### src/rtl/mm_pkg.sv
// Shared types and width helpers for the tiled matrix-multiply iteration controller.
package mm_pkg;

  typedef enum logic [2:0] {
    IDLE,
    LOAD,
    ISSUE,
    DRAIN,
    DONE
  } iter_state_t;

  function automatic int row_w(input int max_rows);
    return (max_rows <= 1) ? 1 : $clog2(max_rows);
  endfunction

  function automatic int col_w(input int max_cols);
    return (max_cols <= 1) ? 1 : $clog2(max_cols);
  endfunction

endpackage

### src/rtl/iter_outst_cnt.sv
// Up/down counter of issued-but-unretired column groups, with full/empty flags.
module iter_outst_cnt #(
  parameter int  MAX_OUTST = 8,
  localparam int CNT_W     = $clog2(MAX_OUTST + 1)
) (
  input  logic clk,
  input  logic rst_n,
  input  logic clr,
  input  logic inc,
  input  logic dec,
  output logic full,
  output logic empty
);

  logic [CNT_W-1:0] cnt;

  // Simultaneous inc and dec cancel; clear wins over both.
  always_ff @(posedge clk or negedge rst_n) begin
    if (!rst_n) begin
      cnt <= '0;
    end else if (clr) begin
      cnt <= '0;
    end else if (inc && !dec) begin
      cnt <= cnt + CNT_W'(1);
    end else if (dec && !inc) begin
      cnt <= cnt - CNT_W'(1);
    end
  end

  assign full  = (cnt == CNT_W'(MAX_OUTST));
  assign empty = (cnt == '0);

endmodule

### src/rtl/tiled_iter_ctrl.sv
// Row-load / multi-lane column-issue sequencer for the matrix multiplier.
// Optional ITER_PERF_CNT_EN adds the stall_cycles performance counter port.
module tiled_iter_ctrl
  import mm_pkg::*;
#(
  parameter int  MAX_ROWS  = 16,
  parameter int  MAX_COLS  = 16,
  parameter int  LANES     = 4,
  parameter int  MAX_OUTST = 8,
  localparam int ROW_W     = row_w(MAX_ROWS),
  localparam int COL_W     = col_w(MAX_COLS),
  localparam int RCFG_W    = $clog2(MAX_ROWS + 1),
  localparam int CCFG_W    = $clog2(MAX_COLS + 1)
) (
  input  logic              clk,
  input  logic              rst_n,
  input  logic              start,
  input  logic              abort,
  input  logic [RCFG_W-1:0] cfg_rows,
  input  logic [CCFG_W-1:0] cfg_cols,
  input  logic              mem_stall,
  input  logic              fifo_full,
  output logic              load_valid,
  input  logic              load_ready,
  output logic [ROW_W-1:0]  row_idx,
  output logic              issue_valid,
  input  logic              issue_ready,
  output logic [COL_W-1:0]  col_base,
  output logic [LANES-1:0]  lane_mask,
  input  logic              retire,
  output logic              busy,
  output logic              done,
  output logic              aborted
`ifdef ITER_PERF_CNT_EN
  ,
  output logic [31:0]       stall_cycles
`endif
);

  iter_state_t       state;
  logic [RCFG_W-1:0] rows_q;
  logic [CCFG_W-1:0] cols_q;
  logic [ROW_W-1:0]  row_q;
  logic [COL_W-1:0]  col_q;
  logic              outst_full;
  logic              outst_empty;
  logic              start_acc;
  logic              abort_acc;
  logic              load_hs;
  logic              issue_hs;
  logic              last_row;
  logic              last_grp;
  logic [31:0]       col_end;

  assign start_acc   = (state == IDLE) & start & ~mem_stall;
  assign abort_acc   = (state != IDLE) & abort;
  assign load_valid  = (state == LOAD) & ~mem_stall;
  assign issue_valid = (state == ISSUE) & ~mem_stall & ~fifo_full & ~outst_full;
  assign load_hs     = load_valid & load_ready;
  assign issue_hs    = issue_valid & issue_ready;

  // Group end is computed wide so a partial last group never wraps.
  assign col_end  = 32'(col_q) + 32'(LANES);
  assign last_grp = (col_end >= 32'(cols_q));
  assign last_row = ((32'(row_q) + 32'd1) >= 32'(rows_q));

  assign row_idx  = row_q;
  assign col_base = col_q;
  assign busy     = (state != IDLE);

  always_comb begin
    lane_mask = '0;
    for (int i = 0; i < LANES; i++) begin
      lane_mask[i] = ((32'(col_q) + 32'(i)) < 32'(cols_q));
    end
  end

  iter_outst_cnt #(
    .MAX_OUTST(MAX_OUTST)
  ) u_outst (
    .clk  (clk),
    .rst_n(rst_n),
    .clr  (start_acc | abort_acc),
    .inc  (issue_hs),
    .dec  (retire & ~outst_empty),
    .full (outst_full),
    .empty(outst_empty)
  );

  always_ff @(posedge clk or negedge rst_n) begin
    if (!rst_n) begin
      state   <= IDLE;
      rows_q  <= '0;
      cols_q  <= '0;
      row_q   <= '0;
      col_q   <= '0;
      done    <= 1'b0;
      aborted <= 1'b0;
    end else begin
      aborted <= 1'b0;
      if (abort_acc) begin
        state   <= IDLE;
        aborted <= 1'b1;
      end else begin
        case (state)
          IDLE: begin
            if (start_acc) begin
              rows_q <= cfg_rows;
              cols_q <= cfg_cols;
              row_q  <= '0;
              col_q  <= '0;
              done   <= 1'b0;
              state  <= (cfg_rows == '0 || cfg_cols == '0) ? DONE : LOAD;
            end
          end
          LOAD: begin
            if (load_hs) begin
              col_q <= '0;
              state <= ISSUE;
            end
          end
          ISSUE: begin
            if (issue_hs) begin
              if (!last_grp) begin
                col_q <= col_end[COL_W-1:0];
              end else if (last_row) begin
                state <= DRAIN;
              end else begin
                row_q <= row_q + ROW_W'(1);
                state <= LOAD;
              end
            end
          end
          DRAIN: begin
            if (outst_empty) begin
              state <= DONE;
            end
          end
          DONE: begin
            done  <= 1'b1;
            state <= IDLE;
          end
          default: state <= IDLE;
        endcase
      end
    end
  end

`ifdef ITER_PERF_CNT_EN
  // Counts LOAD/ISSUE cycles that did not complete a handshake.
  always_ff @(posedge clk or negedge rst_n) begin
    if (!rst_n) begin
      stall_cycles <= '0;
    end else if (start_acc) begin
      stall_cycles <= '0;
    end else if (((state == LOAD && !load_hs) || (state == ISSUE && !issue_hs)) &&
                 (stall_cycles != '1)) begin
      stall_cycles <= stall_cycles + 32'd1;
    end
  end
`endif

endmodule
### config.mk
export PLATFORM = sky130hd
export DESIGN_NAME = tiled_iter_ctrl
export DESIGN_NICKNAME = d
export VERILOG_FILES = /design/src/rtl/mm_pkg.sv /design/src/rtl/iter_outst_cnt.sv /design/src/rtl/tiled_iter_ctrl.sv
export SDC_FILE = /design/constraint.sdc
export NUM_CORES = 1
export LEC_CHECK = 0
export BUFFER_PORTS_ARGS = -buffer_cell sky130_fd_sc_hd__buf_4
export CORE_MARGIN = 2
export CORE_UTILIZATION = 55
export CTS_BUF_LIST = sky130_fd_sc_hd__clkbuf_8
export DETAILED_ROUTE_END_ITERATION = 10
export PLACE_DENSITY = 0.8
export SLEW_MARGIN = 40
export SYNTH_ARGS = -nofsm -noshare
export SYNTH_HDL_FRONTEND = slang
export SYNTH_HIERARCHICAL = 1
export SYNTH_SLANG_ARGS = --single-unit
export TNS_END_PERCENT = 20
### constraint.sdc
create_clock -name clk -period 3.15 [get_ports clk]
set_input_delay 0.315 -clock clk [delete_from_list [all_inputs] [get_ports clk]]
set_output_delay 0.315 -clock clk [all_outputs]
set_load 0.01 [all_outputs]
* Yosys cells after proc, flatten, opt, wreduce, memory -nomap -nowiden
Index checks and enable logic that the tools add are counted.
** Operators by class
- Add/subtract/negate cells :: 8
- Order comparisons :: 6
- Equal/unequal tests :: 16
- Mux-type cells :: 24
- Bitwise logic cells :: 16
- Reductions and logical operators :: 19
** Operator list (count)
- 2-to-1 mux 4 bit :: 10
- 2-to-1 mux 3 bit :: 7
- < comparator 5 bit :: 3
- != test 3 bit (second input constant) :: 4
- case mux 3 bit (4 select lines) :: 1
- case mux 4 bit (3 select lines) :: 1
- AND reduction 6 bit :: 2
- adder 4 x 1 -> 5 bit (second input constant) :: 2
- adder 4 x 2 -> 5 bit (second input constant) :: 2
- bitwise AND 1 bit :: 10
- >= comparator 5 bit :: 2
- zero test 5 bit :: 2
- != test 2 bit (second input constant) :: 5
- nonzero test 3 bit :: 3
- adder 4 x 1 -> 4 bit (second input constant) :: 2
- case mux 4 bit (2 select lines) :: 1
- == test 3 x 2 -> 1 bit (second input constant) :: 2
- AND reduction 3 bit :: 2
- adder 4 x 3 -> 5 bit (second input constant) :: 1
- < comparator 4 x 5 -> 1 bit :: 1
- inverter 1 bit :: 5
- AND reduction 5 bit :: 1
- == test 4 bit (second input constant) :: 1
- zero test 4 bit :: 1
- 14 further kinds :: 18
** Storage, ports and cells
- Register bits after elaboration :: 27
- Input port bits :: 19
- Output and inout port bits :: 17

* Longest topological paths before layout
Gate-level depths: netlist of the first run.
- Depth after elaboration :: 10
- Gate-level depth with buffers :: 11

* Cells and area by module
The synthesis of the first run kept the hierarchy.
** Modules (own cells, without submodules)
- tiled_iter_ctrl :: instances 1, cells an instance 154, area an instance 1457.6 um^2, seq. area each 525.5 um^2
- iter_outst_cnt :: instances 1, cells an instance 32, area an instance 291.5 um^2, seq. area each 100.1 um^2

* Worst setup path after synthesis of the first run
No wires, ideal clock.
- Path kind :: register to register
- From :: register u_outst.cnt[0]
- To :: register u_outst.cnt[3]
- Setup time :: 0.128 ns
- Arrival :: 2.276 ns
- Required time :: 3.022 ns
- Slack :: 0.746 ns
- Stages on the path, launching flop included :: 12
- Buffers on the path :: 0
- Cell sequence :: dfrtp_1 > nor4b_1 > nor2_1 > nand4_1 > inv_1 > ha_1 > inv_1 > ha_1 > a21oi_1 > a211oi_2 > a31oi_1 > mux2_1
** On the way
- Longest elaborated chain between the ends :: 7
- Elaborated cells between the ends (all ways) :: 17
** RTL lines
- start: declaration :: line iter_outst_cnt.sv:15 : logic [CNT_W-1:0] cnt;
- start signal: assignment :: line iter_outst_cnt.sv:24 : cnt <= cnt + CNT_W'(1);
- start signal: assignment :: line iter_outst_cnt.sv:26 : cnt <= cnt - CNT_W'(1);
- == test 4 bit (*) :: line iter_outst_cnt.sv:30 : assign full = (cnt == CNT_W'(MAX_OUTST));
- named net outst_full :: line tiled_iter_ctrl.sv:45 : logic outst_full;
- inverter 1 bit (*) :: line tiled_iter_ctrl.sv:58 : assign issue_valid = (state == ISSUE) & ~mem_stall & ~fifo_full & ~outst_full;
- bitwise AND 1 bit (*) :: line tiled_iter_ctrl.sv:58
- bitwise AND 1 bit (*) :: line tiled_iter_ctrl.sv:60 : assign issue_hs = issue_valid & issue_ready;
- named net issue_hs :: line tiled_iter_ctrl.sv:50 : logic issue_hs;
- logical AND 1 bit / zero test 1 bit (equally long branches) :: line iter_outst_cnt.sv:23, iter_outst_cnt.sv:25
- 2-to-1 mux 4 bit / logical AND 1 bit (equally long branches) :: line iter_outst_cnt.sv:23, iter_outst_cnt.sv:25
- 2-to-1 mux 4 bit / nonzero test 3 bit (equally long branches)
The timed path passes the listed nets; every way through them passes the cells marked *. The select of a mux whose other input is x is not followed.
A chain may end at the register's enable or synchronous reset.

* Worst setup path in the final report of the first run
Ends and elaborated chain as after synthesis.

==> out/qor.yml, run 1 <==
synth_edf_count: 0
leakagePower_nw: 1.029
ys_seq_area_share_pct: 35.77
setup_viol: 0
cp-start-kind: "flip-flop"
ir_worst_vdd_v: 0.0004479
max_cap_viol_count: 0
layout_common_cells: "34 x buf_4, 25 x dfrtp_1, 20 x inv_1, 17 x ha_1, 14 x nor2_1"
synth_cells: 186
grt_pass1_wl_microns: 6085
clock-sinks: 25
yosysWarnings: 6
diodes: 0
outcome: "finished, final reports clean"
drive_above_1_share_pct: 21.92
syn2layout_area_growth_pct: 19.03
path_clk_slew_ns: 0.09
viasPerCell: 5.597
clockBufferDepth: 2
worstHoldStart: "cfg_rows[2]"
rows: 20
synthesis.area_sq_um: 1749
dr.pass1.iters: 4
tns_ns: 0
startpoint: "u_outst/cnt[0]"
crit_arrival_ns: 2.96
final_common_cell: "buf_4"
start_util_pct: 57.77
worstPathMaxFanout: 5
cts_resized: 0
path_class: "flip-flop to flip-flop"
worst_clock_skew_ns: 0.007176
slew_headroom_pct: 56.25
max_slew.worst_pin.slew_ns: 0.6543
antenna_found_initial: 0
grt_start_max_net_pins: 26
finalMaxSlewViolations: 0
nets: 257
cts_tree: "yes"
fillers: 249
r2r_start: "u_outst/cnt[0]"
fp.dieW_microns: 60.40
cts_max_level: 1
port-buffer-count: 33
cp-end-kind: "flip-flop"
synth-seq-cells: 25
first_global_vias: 1384
finalCritPeriodShare_pct: 89.11
drc: 0
synthDistinctLibCells: 48
ant_nets: 0
gp_congestion: 0.8258
gr-total-overflow: 0
wl_microns: 3629
num_vias: 1472
pwr_density_cell_nw_per_um2: 784.6
ff2ff_setup_slack_ns: 0.34
dieArea_sq_um: 3648
hold_violations: 0
core_region_area_sq_um: 3028
synth_ff_type: "dfrtp_1"
hold_class: "primary input to flip-flop"
clock.fmax_mhz: 356.3
track_usage_pct: 22.08
io_pins: 36
hpwl_microns: 2880
rsz0062_at_grt: "no"
drt_iter0_markers: 52
async_reset_ff_share_pct: 100.0
final_cell_area_sq_um: 2082
wl_per_cell_microns: 13.80
timing.final.crit_period_ns: 2.807
cts_buffers: 3
clk_latency_ns: 0.27
cp.required_ns: 3.30
cts-root-buf: "clkbuf_8"
placed_area_sq_um: 2027
syn_area_per_cell_sq_um: 9.404
die_h_microns: 60.40
## cell type report
type                    instances  area (sq um)  share of cell area [%]
multi-input cells             136          1020                   48.98
flip-flops and latches         25         625.6                   30.05
repair buffers                 35         265.3                   12.74
inverters                      19         71.32                   3.425
well taps                      44         55.05                   2.644
clock buffers                   3         41.29                   1.983
clock inverters                 1         3.754                  0.1803
## worst max-delay path, stage by stage, from the launching register on
cell and delay, ns:
dfrtp_1 0.44, nor4b_1 0.34, nor2_1 0.12, nand4_1 0.14, inv_1 0.06, ha_1 0.24, inv_1 0.15, ha_1 0.28
a21oi_1 0.27, a211oi_2 0.12, a31oi_1 0.19, mux2_1 0.34
## synthesized netlist by cell type, types with 3 or more instances
cell | count | share of area [%]
o22ai_1 | 4 | 1.4
nor3_1 | 5 | 1.4
nor4b_1 | 3 | 1.5
nor2b_1 | 6 | 2.1
a21oi_1 | 8 | 2.3
inv_1 | 19 | 4.1
nand2b_1 | 5 | 1.8
o21ai_0 | 4 | 1.1
nand2_1 | 7 | 1.5
nand3_1 | 4 | 1.1
a21o_1 | 3 | 1.3
nor2_1 | 14 | 3.0
dfrtp_1 | 25 | 36
o21a_1 | 3 | 1.3
mux2_1 | 4 | 2.6
ha_1 | 17 | 12
clkbuf_1 | 4 | 0.86
mux2_2 | 8 | 5.2
xor2_1 | 3 | 1.5
## kinds of logic (layout without fill, tap and decap cells)
| kind of cell | count (synthesis) | in the layout | synth area share [%] |
|---|---|---|---|
| mux | 14 | 14 | 8.870 |
| other cells | 1 | 3 | 0.2144 |
| fa+ha+maj | 18 | 18 | 13.30 |
| compound gates | 34 | 34 | 12.66 |
| buf+inv | 27 | 58 | 6.366 |
| xor+xnor | 4 | 4 | 2.003 |
| flops | 25 | 25 | 35.77 |
| simple gates | 63 | 63 | 20.82 |
## metrics by stage
| stage | total power, mW | hold WS [ns] | utilization (%) | cells | setup WS (ns) |
|---|---|---|---|---|---|
| 2_1_floorplan | 1.170 | 0.01941 | - | 188 | 0.7463 |
| 3_3_place_gp | 1.403 | 0.2359 | 66.94 | 258 | 0.6304 |
| 5_1_grt | 1.786 | 0.2824 | 68.76 | 263 | 0.1751 |
| 3_5_place_dp | 1.447 | 0.2371 | 66.94 | 258 | 0.4296 |
| 4_1_cts | 1.635 | 0.2750 | 68.76 | 263 | 0.3965 |
| 6_report | 1.634 | 0.2719 | 68.76 | 263 | 0.3431 |
## routing by layer
layer / wire length, microns / up-vias / GRT usage [%]
li1: - / 720 / -
met1: 1598 / 699 / 28.71
met2: 1814 / 42 / 38.82
met3: 148 / 11 / 1.919
met4: 68 / 0 / 7.302
met5: 0 / - / 0
## sequential cells by signal (all words and copies together), names as in the netlist
name / cells
col_base: 2
u_outst/cnt: 4
state: 3
rows_q: 5
done: 1
cols_q: 5
row_idx: 4
aborted: 1
## power breakdown
part	switching, mW	total, mW	leakage (nW)	internal [mW]
sequential	0.119	0.563	0.319	0.444
combinational	0.442	0.884	0.683	0.441
clock	0.100	0.187	0.0269	0.0873
## final timing paths
kind	depth (start not counted)	end
setup reg to reg	11	u_outst/cnt[3]
hold / removal	2	rows_q[2]
setup / recovery	11	u_outst/cnt[3]
min in group asynchronous	2	u_outst/cnt[0]
hold reg to reg	1	cols_q[2]
max in group asynchronous	2	u_outst/cnt[3]
## what timing repair did
item	in CTS	in global routing
hold endpoints to repair	25	0
hold buffers	1	0
buffers inserted	0	0
(Power assumes the default switching activity.)
==> inputs of run 2 (changes only) <==
--- a/config.mk
+++ b/config.mk
@@ -5,12 +5,14 @@
 export SDC_FILE = /design/constraint.sdc
 export NUM_CORES = 1
 export LEC_CHECK = 0
+export ABC_CLOCK_PERIOD_IN_PS = 3150
 export BUFFER_PORTS_ARGS = -buffer_cell sky130_fd_sc_hd__buf_4
 export CORE_MARGIN = 2
 export CORE_UTILIZATION = 55
 export CTS_BUF_LIST = sky130_fd_sc_hd__clkbuf_8
 export DETAILED_ROUTE_END_ITERATION = 10
 export PLACE_DENSITY = 0.8
+export REMOVE_ABC_BUFFERS = 1
 export SLEW_MARGIN = 40
 export SYNTH_ARGS = -nofsm -noshare
 export SYNTH_HDL_FRONTEND = slang
==> run 2 against run 1 <==
Sequential cell count unchanged. Clock skew is 0.0061 ns higher. Via count decreased by 2.1%. Fmax rose by 2.2%. Clock power about the same. Critical path type unchanged. Largest power group unchanged. Highest routed layer unchanged.
==> out/qor.yml, run 2 (synthesis gave the netlist of run 1 again) <==
slew_headroom_pct: 55.83
pwr_density_cell_nw_per_um2: 794.4
ant_nets: 0
critPathMaxStageDelay_ns: 0.45
timing.final.crit_period_ns: 2.745
io_pins: 36
drc: 0
outcome: "finished, final reports clean"
nets: 257
wl_per_cell_microns: 14.47
worstPathMaxFanout: 5
layout_common_cells: "34 x buf_4, 25 x dfrtp_1, 20 x inv_1, 17 x ha_1, 14 x nor2_1"
max_cap_viol_count: 0
crit_chain: "nor4b_1, nor2_1, nand4_1, inv_1, ha_1, inv_1, ha_1, a21oi_1, a211oi_2, a31oi_1, mux2_1"
diodes: 0
viasPerCell: 5.479
fp.dieW_microns: 60.40
drt_iter0_markers: 59
rsz0062_at_grt: "no"
hpwl_microns: 2996
cpMaxStageDelayCell: "dfrtp_1"
cts_tree: "yes"
wl_microns: 3806
gr-total-overflow: 0
start_util_pct: 57.77
die_h_microns: 60.40
hold_class: "primary input to flip-flop"
cts-root-buf: "clkbuf_8"
tns_ns: 0
cp.required_ns: 3.30
rows: 20
finalCritPeriodShare_pct: 87.15
utilization_pct: 68.76
ir_worst_vdd_v: 0.0004144
syn2layout_area_growth_pct: 19.03
core_region_area_sq_um: 3028
setup_viol: 0
crit_arrival_ns: 2.89
track_usage_pct: 23.42
dieArea_sq_um: 3648
leakagePower_nw: 1.029
port-buffer-count: 33
finalMaxSlewViolations: 0
num_vias: 1441
top_regs: "cols_q x5, rows_q x5"
grt_start_max_net_pins: 26
clockBufferDepth: 2
first_global_vias: 1481
clock-sinks: 25
path_class: "flip-flop to flip-flop"
cts_resized: 0
final_common_cell: "buf_4"
antenna_found_initial: 0
path_clk_slew_ns: 0.09
cp-start-kind: "flip-flop"
cp-end-kind: "flip-flop"
grt_pass1_wl_microns: 6361
finalHoldWorstSlack_ns: 0.2723
worst_clock_skew_ns: 0.01324
max_slew.worst_pin.slew_ns: 0.6606
hold_violations: 0
dr.pass1.iters: 4
gp_congestion: 0.8513
post-cts-setup-buffers: 0
drive_above_1_share_pct: 21.92
clk_latency_ns: 0.27
cts_buffers: 3
clock.fmax_mhz: 364.3
cts_max_level: 1
run 2: cell counts in the layout (fill, tap and decap cells not counted):
Identical to the previous run, type by type.
run 2: power by group:
group | total (mW) | internal [mW] | switching, mW
clock network | 0.187 | 0.0871 | 0.0999
logic | 0.896 | 0.445 | 0.452
registers | 0.571 | 0.444 | 0.127
run 2: area by class of cell:
| cell class | instances | area, sq um |
|---|---|---|
| clock buffers | 3 | 41.29 |
| clock inverters | 1 | 3.754 |
| fillers | 250 | 945.9 |
| inverters | 19 | 71.32 |
| multi-input cells | 136 | 1020 |
| flip-flops and latches | 25 | 625.6 |
| well taps | 44 | 55.05 |
| repair buffers | 35 | 265.3 |
run 2: worst max-delay path, delay by kind of cell, from the launching register on:
family                   cells  cell delay (ns)
AO/OA/AOI/OAI                3             0.50
adder cells (fa/ha/maj)      2             0.52
flip-flops                   1             0.45
multiplexers                 1             0.33
AND/OR/NAND/NOR              3             0.64
buffers and inverters        2             0.19
run 2: worst paths after layout:
| check | start | slack [ns] | depth (start not counted) | to |
|---|---|---|---|---|
| max | u_outst/cnt[0] | 0.40 | 11 | u_outst/cnt[3] |
| min | cfg_rows[2] | 0.27 | 2 | rows_q[2] |
| max reg2reg | u_outst/cnt[0] | 0.40 | 11 | u_outst/cnt[3] |
| min reg2reg | rows_q[2] | 0.50 | 1 | rows_q[2] |
| max in group asynchronous | rst_n | 2.42 | 2 | rows_q[0] |
| min in group asynchronous | rst_n | 0.47 | 2 | done |
run 2: per-stage QoR:
step                      instance area [sq um]  std cells  worst slack [ns]  power [mW]
after global routing                       2082        263            0.2093       1.790
after detailed placement                   2027        258            0.4506       1.462
after global placement                     2027        258            0.6355       1.401
after CTS                                  2082        263            0.4332       1.654
after floorplan                            1717        180            0.7504       1.156
final                                      2082        263            0.4049       1.654
run 2: per-layer routing:
| metal | track usage, % | routed length, microns | vias up | share of wire [%] |
|---|---|---|---|---|
| met5 | 0 | 0 | - | 0 |
| met4 | 7.302 | 45 | 0 | 1.2 |
| met3 | 4.478 | 99 | 7 | 2.6 |
| met2 | 42.70 | 2017 | 24 | 53 |
| met1 | 27.76 | 1644 | 692 | 43 |
| li1 | - | - | 718 | - |
run 2: what timing repair did:
item | CTS | global route
setup endpoints to repair | 0 | 0
hold endpoints to repair | 25 | 0
hold buffers | 1 | 0
